### src/rtl/instr_fetch_unit_pkg.sv
// Shared definitions for the instruction fetch unit and its neighbours in the core.
// Covers the fetch FSM encoding, the bubble word, the opcode slice and the J-format target.
package instr_fetch_unit_pkg;

    typedef enum logic [1:0] {
        S_IDLE  = 2'd0,
        S_REQ   = 2'd1,
        S_DRAIN = 2'd2,
        S_FULL  = 2'd3
    } ifu_state_e;

    localparam logic [31:0] NOP_WORD = 32'h0000_0000;

    // Opcode field position, shared with the main control decoder.
    localparam int OPC_MSB = 31;
    localparam int OPC_LSB = 26;
    localparam int OPC_W   = OPC_MSB - OPC_LSB + 1;

    // J-format jump target: upper nibble of pc+4, 26-bit index, word aligned.
    function automatic logic [31:0] j_target(input logic [31:0] pc_plus4,
                                             input logic [25:0] target);
        return {pc_plus4[31:28], target, 2'b00};
    endfunction

endpackage

### src/rtl/instr_fetch_unit_skid_reg.sv
// One-entry holding register for an instruction word and its PC.
// Catches a fetch that completes while decode is stalled.
module ifu_skid_reg (
    input  logic        clk,
    input  logic        rst,
    input  logic        load_i,
    input  logic        clear_i,
    input  logic [31:0] instr_i,
    input  logic [31:0] pc_i,
    output logic        valid_o,
    output logic [31:0] instr_o,
    output logic [31:0] pc_o
);

    logic        valid_q;
    logic [31:0] instr_q;
    logic [31:0] pc_q;

    always_ff @(posedge clk) begin
        if (rst) begin
            valid_q <= 1'b0;
            instr_q <= '0;
            pc_q    <= '0;
        end else if (clear_i) begin
            valid_q <= 1'b0;
        end else if (load_i) begin
            valid_q <= 1'b1;
            instr_q <= instr_i;
            pc_q    <= pc_i;
        end
    end

    assign valid_o = valid_q;
    assign instr_o = instr_q;
    assign pc_o    = pc_q;

endmodule

### src/rtl/instr_fetch_unit.sv
// Fetch stage: owns the PC, issues word reads to the I-cache and hands
// instructions to decode, with a one-word skid for decode back-pressure.
module instr_fetch_unit #(
    parameter logic [31:0] RESET_PC = 32'h0000_0000,
    parameter logic [31:0] NOP_WORD = instr_fetch_unit_pkg::NOP_WORD
) (
    input  logic        clk,
    input  logic        rst,
    output logic        icache_read,
    output logic [29:0] icache_addr,
    input  logic [31:0] icache_rdata,
    input  logic        icache_stall,
    input  logic        stall_in,
    input  logic        redirect_valid,
    input  logic [31:0] redirect_pc,
    output logic        if_valid,
    output logic [31:0] if_instr,
    output logic [5:0]  if_opcode,
    output logic [31:0] if_pc,
    output logic [31:0] if_pc_plus4
);

    import instr_fetch_unit_pkg::*;

    ifu_state_e  state_q;
    logic [31:0] pc_q;
    logic [31:0] saved_pc_q;
    logic        if_valid_q;
    logic [31:0] if_instr_q;
    logic [31:0] if_pc_q;

    logic        req_done;
    logic        consumed;
    logic [31:0] redirect_tgt;
    logic [31:0] pc_plus4;
    logic        skid_load;
    logic        skid_clear;
    logic        skid_valid;
    logic [31:0] skid_instr;
    logic [31:0] skid_pc;

    assign icache_read  = (state_q == S_REQ) || (state_q == S_DRAIN);
    assign icache_addr  = pc_q[31:2];
    assign req_done     = icache_read && !icache_stall;
    assign consumed     = if_valid_q && !stall_in;
    assign redirect_tgt = redirect_pc & 32'hFFFF_FFFC;
    assign pc_plus4     = pc_q + 32'd4;

    // Skid fills only when a fetch lands on top of an instruction decode is holding.
    assign skid_load  = (state_q == S_REQ) && req_done && !redirect_valid &&
                        if_valid_q && stall_in;
    assign skid_clear = (state_q == S_FULL) && (redirect_valid || !stall_in);

    ifu_skid_reg u_skid (
        .clk     (clk),
        .rst     (rst),
        .load_i  (skid_load),
        .clear_i (skid_clear),
        .instr_i (icache_rdata),
        .pc_i    (pc_q),
        .valid_o (skid_valid),
        .instr_o (skid_instr),
        .pc_o    (skid_pc)
    );

    always_ff @(posedge clk) begin
        if (rst) begin
            state_q    <= S_IDLE;
            pc_q       <= RESET_PC;
            saved_pc_q <= '0;
            if_valid_q <= 1'b0;
            if_instr_q <= NOP_WORD;
            if_pc_q    <= '0;
        end else begin
            case (state_q)
                S_IDLE: begin
                    state_q <= S_REQ;
                    if (redirect_valid) pc_q <= redirect_tgt;
                end
                S_REQ: begin
                    if (redirect_valid) begin
                        if_valid_q <= 1'b0;
                        if (req_done) begin
                            pc_q <= redirect_tgt;
                        end else begin
                            // The outstanding read cannot be aborted; park the target.
                            saved_pc_q <= redirect_tgt;
                            state_q    <= S_DRAIN;
                        end
                    end else if (skid_load) begin
                        pc_q    <= pc_plus4;
                        state_q <= S_FULL;
                    end else if (req_done) begin
                        if_instr_q <= icache_rdata;
                        if_pc_q    <= pc_q;
                        if_valid_q <= 1'b1;
                        pc_q       <= pc_plus4;
                    end else if (consumed) begin
                        if_valid_q <= 1'b0;
                    end
                end
                S_DRAIN: begin
                    if_valid_q <= 1'b0;
                    if (req_done) begin
                        pc_q    <= redirect_valid ? redirect_tgt : saved_pc_q;
                        state_q <= S_REQ;
                    end else if (redirect_valid) begin
                        saved_pc_q <= redirect_tgt;
                    end
                end
                S_FULL: begin
                    if (redirect_valid) begin
                        pc_q       <= redirect_tgt;
                        if_valid_q <= 1'b0;
                        state_q    <= S_REQ;
                    end else if (!stall_in && skid_valid) begin
                        if_instr_q <= skid_instr;
                        if_pc_q    <= skid_pc;
                        if_valid_q <= 1'b1;
                        state_q    <= S_REQ;
                    end
                end
                default: state_q <= S_IDLE;
            endcase
        end
    end

    assign if_valid    = if_valid_q;
    assign if_instr    = if_valid_q ? if_instr_q : NOP_WORD;
    assign if_opcode   = if_instr[OPC_MSB:OPC_LSB];
    assign if_pc       = if_pc_q;
    assign if_pc_plus4 = if_pc_q + 32'd4;

endmodule

### config.mk
export PLATFORM = sky130hd
export DESIGN_NAME = instr_fetch_unit
export DESIGN_NICKNAME = d
export VERILOG_FILES = /design/src/rtl/instr_fetch_unit_pkg.sv /design/src/rtl/instr_fetch_unit_skid_reg.sv /design/src/rtl/instr_fetch_unit.sv
export SDC_FILE = /design/constraint.sdc
export NUM_CORES = 1
export LEC_CHECK = 0
export BUFFER_PORTS_ARGS = -buffer_cell sky130_fd_sc_hd__buf_4
export CAP_MARGIN = 20
export CORE_ASPECT_RATIO = 0.75
export CORE_MARGIN = 2
export CORE_UTILIZATION = 25
export DETAILED_ROUTE_END_ITERATION = 16
export PLACE_DENSITY_LB_ADDON = 0.08
export SKIP_LAST_GASP = 1
export SYNTH_ARGS = -nofsm -noshare
export SYNTH_HDL_FRONTEND = slang
export SYNTH_HIERARCHICAL = 1
export SYNTH_SLANG_ARGS = --single-unit
### constraint.sdc
create_clock -name clk -period 2.4 [get_ports clk]
set_input_delay 0.24 -clock clk [delete_from_list [all_inputs] [get_ports clk]]
set_output_delay 0.24 -clock clk [all_outputs]
set_load 0.02 [all_outputs]
==> reports/summary.txt <==
Status: complete, no violations
Sequential area share after synthesis: 36.2%
Final Skew: 0.0133 ns
Largest net degree at the start of global routing: 112
Endpoint, Worst Hold: saved_pc_q[10]$_SDFFE_PP0P_
Core Region: 43000 um^2
Share of cells above drive strength 1: 30.9%
Met1 Use GR: 25.0%
Final Slew Violations: 0
P&R area growth vs syn: 30.6%
Min-Delay Path Depth: 3
Max-Cap Viols: 0
Pwr/cell area: 646 nW/um^2
Worst skew pair latency: 0.46 ns
Worst slew margin: 64.0%
Multi-input gate area: 6360 um^2
Worst R2R Start: state_q[1]$_SDFFE_PP0P_
Hold WC Path Type: in2reg
Vias in the first global route: 8959
HP Start: redirect_pc[10]
Initial antenna violation count: 0
CTS Root Cell: clkbuf_16
FF-to-FF path depth: 10
Pleak: 0.00527 uW
Post-synthesis cell type count: 70
Row Count: 66
Fmax: 444 MHz
Hold_ws: 0.0295 ns
Clock slew seen by the registers of the worst setup and hold paths: 0.07 ns
Setup tns final: 0 ns
Worst R2R Setup Slack: 0.20 ns
Total Nets Final: 1486
Max Fanout on Critical Path: 6
Final setup fails: 0
GR Overflow Total: 0
Final WS setup: 0.149 ns
Post-CTS Hold Buffers: 0
Via density: 4.78
Ys async rst share: 0%
Clock buffer depth: 2
FF-to-FF End: if_pc[5]$_SDFFE_PP0P_
Die ar.: 45000 um^2
Syn nets: 1289
Slew at the pin closest to its max-slew limit: 0.540 ns
Final hold violation count: 0
H-tree Lvls: 4
Post-Syn Area per Cell: 8.93 um^2
Gpl congestion: 0.782
Drt pass-1 iters: 5
Via Count: 9571
Period utilisation layout: 93.8%
Post-Route WL: 36900 um
Critical Path Start Type: register
Tmin final: 2.25 ns
YS warnings: 6
Crit path DAT: 2.01 ns
WL per Instance: 18.4 um
Area leader, netlist: dfxtp_1
Met3 usage in global routing: 2.87%
FILL cells: 4509
Synth top area share: 36.2%
DRC: 0
Port Buf Inserts: 200
TritonCTS clock tree: yes
Die Wd: 244 um
Commonest register cell after synthesis: dfxtp_1
Post-route ant nets: 0
Busiest grt layer: met1
Max IR drop VDD: 0.504 mV
Yosys reg bits: 196
WS Path Type: reg2out
First-pass GRT wire length: 56300 um
Initial Util: 25.2%
Critical Path End Type: primary output
Area contributors post-synth: dfxtp_1 36%, mux2i_1 9.3%, nand4bb_1 6.7%
FF/Latch Area: 3950 um^2
Number of cells produced by synthesis: 1213
Place WS: 0.156 ns
# diodes: 0
Clock sink total: 196
GRT Overall Usage: 16.2%
Post-synth EDFFs: 0
Chip Height: 184 um
Cts bufs inserted: 17
Worst EP required: 2.16 ns
Io pins: 203
Syn Std Cell Area: 10800 um^2
Met2 GRT Util: 22.9%
Initial DRC count: 631
Detailed placement HPWL: 25600 um
worst max-delay path by stage:
stage,start,end,slack [ns],depth (start not counted)
6_report,if_pc[2]$_SDFFE_PP0P_,if_pc_plus4[26],0.15,7
5_1_grt,if_pc[13]$_SDFFE_PP0P_,if_pc_plus4[26],-0.0008,7
4_1_cts,if_pc[2]$_SDFFE_PP0P_,if_pc_plus4[28],-0.004,7
3_5_place_dp,state_q[0]$_SDFFE_PP0P_,if_instr_q[26]$_SDFFE_PP0P_,0.16,10
3_3_place_gp,state_q[1]$_SDFFE_PP0P_,pc_q[20]$_SDFFE_PP0P_,0.15,8
2_1_floorplan,state_q[0]$_SDFFE_PP0P_,if_instr_q[29]$_SDFFE_PP0P_,0.01,10
state kept, by name, summed over array words and instances, names as in the netlist:
signal          cells
if_valid            1
state_q             2
u_skid/valid_o      1
if_pc              32
pc_q               32
if_instr_q         32
u_skid/instr_o     32
u_skid/pc_o        32
saved_pc_q         32
final cells by class:
| class | instances | share of cell area [%] |
|---|---|---|
| Multi-Input combinational cell | 884 | 45.0 |
| Sequential cell | 196 | 27.9 |
| Timing Repair Buffer | 300 | 17.4 |
| Tap cell | 578 | 5.11 |
| Clock buffer | 20 | 3.23 |
| Clock inverter | 12 | 1.02 |
| Inverter | 11 | 0.292 |
critical path, stage by stage, from the launching register on:
cell and delay (ns):
dfxtp_4 0.38, ha_2 0.18, and3_2 0.24, nand3_4 0.13
nor3_4 0.22, nand2_1 0.09, xnor2_1 0.15, buf_4 0.16
cells by family (layout without fill, tap and decap cells):
group / Yosys count / in the layout / synth area share, %
simple gates: 452 / 452 / 25.1
compound gates: 284 / 284 / 19.1
flops: 196 / 196 / 36.2
buf+inv: 133 / 343 / 6.02
mux: 110 / 110 / 10.3
xor+xnor: 31 / 31 / 2.51
fa+ha+maj: 7 / 7 / 0.808
layer usage:
layer / share of wire, % / up-vias
met2: 41 / 202
met3: 3.8 / 21
li1: - / 4811
met4: 0.98 / 0
met1: 54 / 4537
met5: 0 / -
synthesized netlist by cell type, types with 3 or more instances:
cell type,n
dfxtp_1,196
nor2_1,132
mux2i_1,101
a211oi_1,75
nand2b_1,75
nand4bb_1,64
clkbuf_1,55
o21ai_2,55
nand2_1,46
a21oi_1,44
buf_2,38
and2_1,33
nand3_1,27
o21ai_0,24
xnor2_1,20
nand4_1,18
nor3_1,16
and3_1,13
inv_1,11
xor2_1,11
o21ai_1,10
a221oi_1,9
a31oi_1,9
buf_4,9
buf_6,9
mux2_2,9
buf_1,8
a221o_1,7
ha_1,7
o22ai_1,6
o2bb2ai_1,6
nor4_1,5
a22o_1,4
a22oi_1,4
and4_1,4
o211ai_1,4
a211o_1,3
a32oi_1,3
clkbuf_2,3
nor4b_1,3
power breakdown:
group          total, uW  internal, uW  leakage [uW]  switching [uW]
logic               2400          1040       0.00338            1360
clock network       3040          1610      0.000290            1420
registers           3710          3480       0.00160             231
total               9150          6130       0.00527            3020
placed cells by master (no fill, tap or decap), drive strengths merged, types with 3 or more instances in the layout:
cell type,n
o2bb2ai,6
xor2,11
and3,14
o22ai,6
a22oi,4
buf,299
dfxtp,196
clkinv,3
nor4,6
inv,16
o21ai,89
a31oi,9
and2,33
ha,7
a21oi,44
xnor2,20
nand2b,75
nand3,28
mux2,9
nand4bb,64
a221o,7
nor4b,3
nor2,132
clkbuf,21
nand2,46
a211oi,76
nor3,16
mux2i,101
a32oi,3
a22o,4
and4,5
nand4,20
o211ai,4
a211o,3
a221oi,9
repair_timing:
item,CTS,global route
setup endpoints to repair,13,69
resized for setup,15,27
gates cloned,0,1
buffers inserted,1,9
pin swaps,1,5
metrics by stage:
stage                     power [uW]  cells  util [%]  instance area (um^2)
final                           9150   2001      32.9                 14100
after global routing            9650   2001      32.9                 14100
after CTS                       9270   1991      32.5                 14000
after detailed placement        6160   1958      31.0                 13300
after global placement          6160   1958      31.0                 13300
after floorplan                 5040   1213         -                 10800
Power figures use the tool's default switching activity.
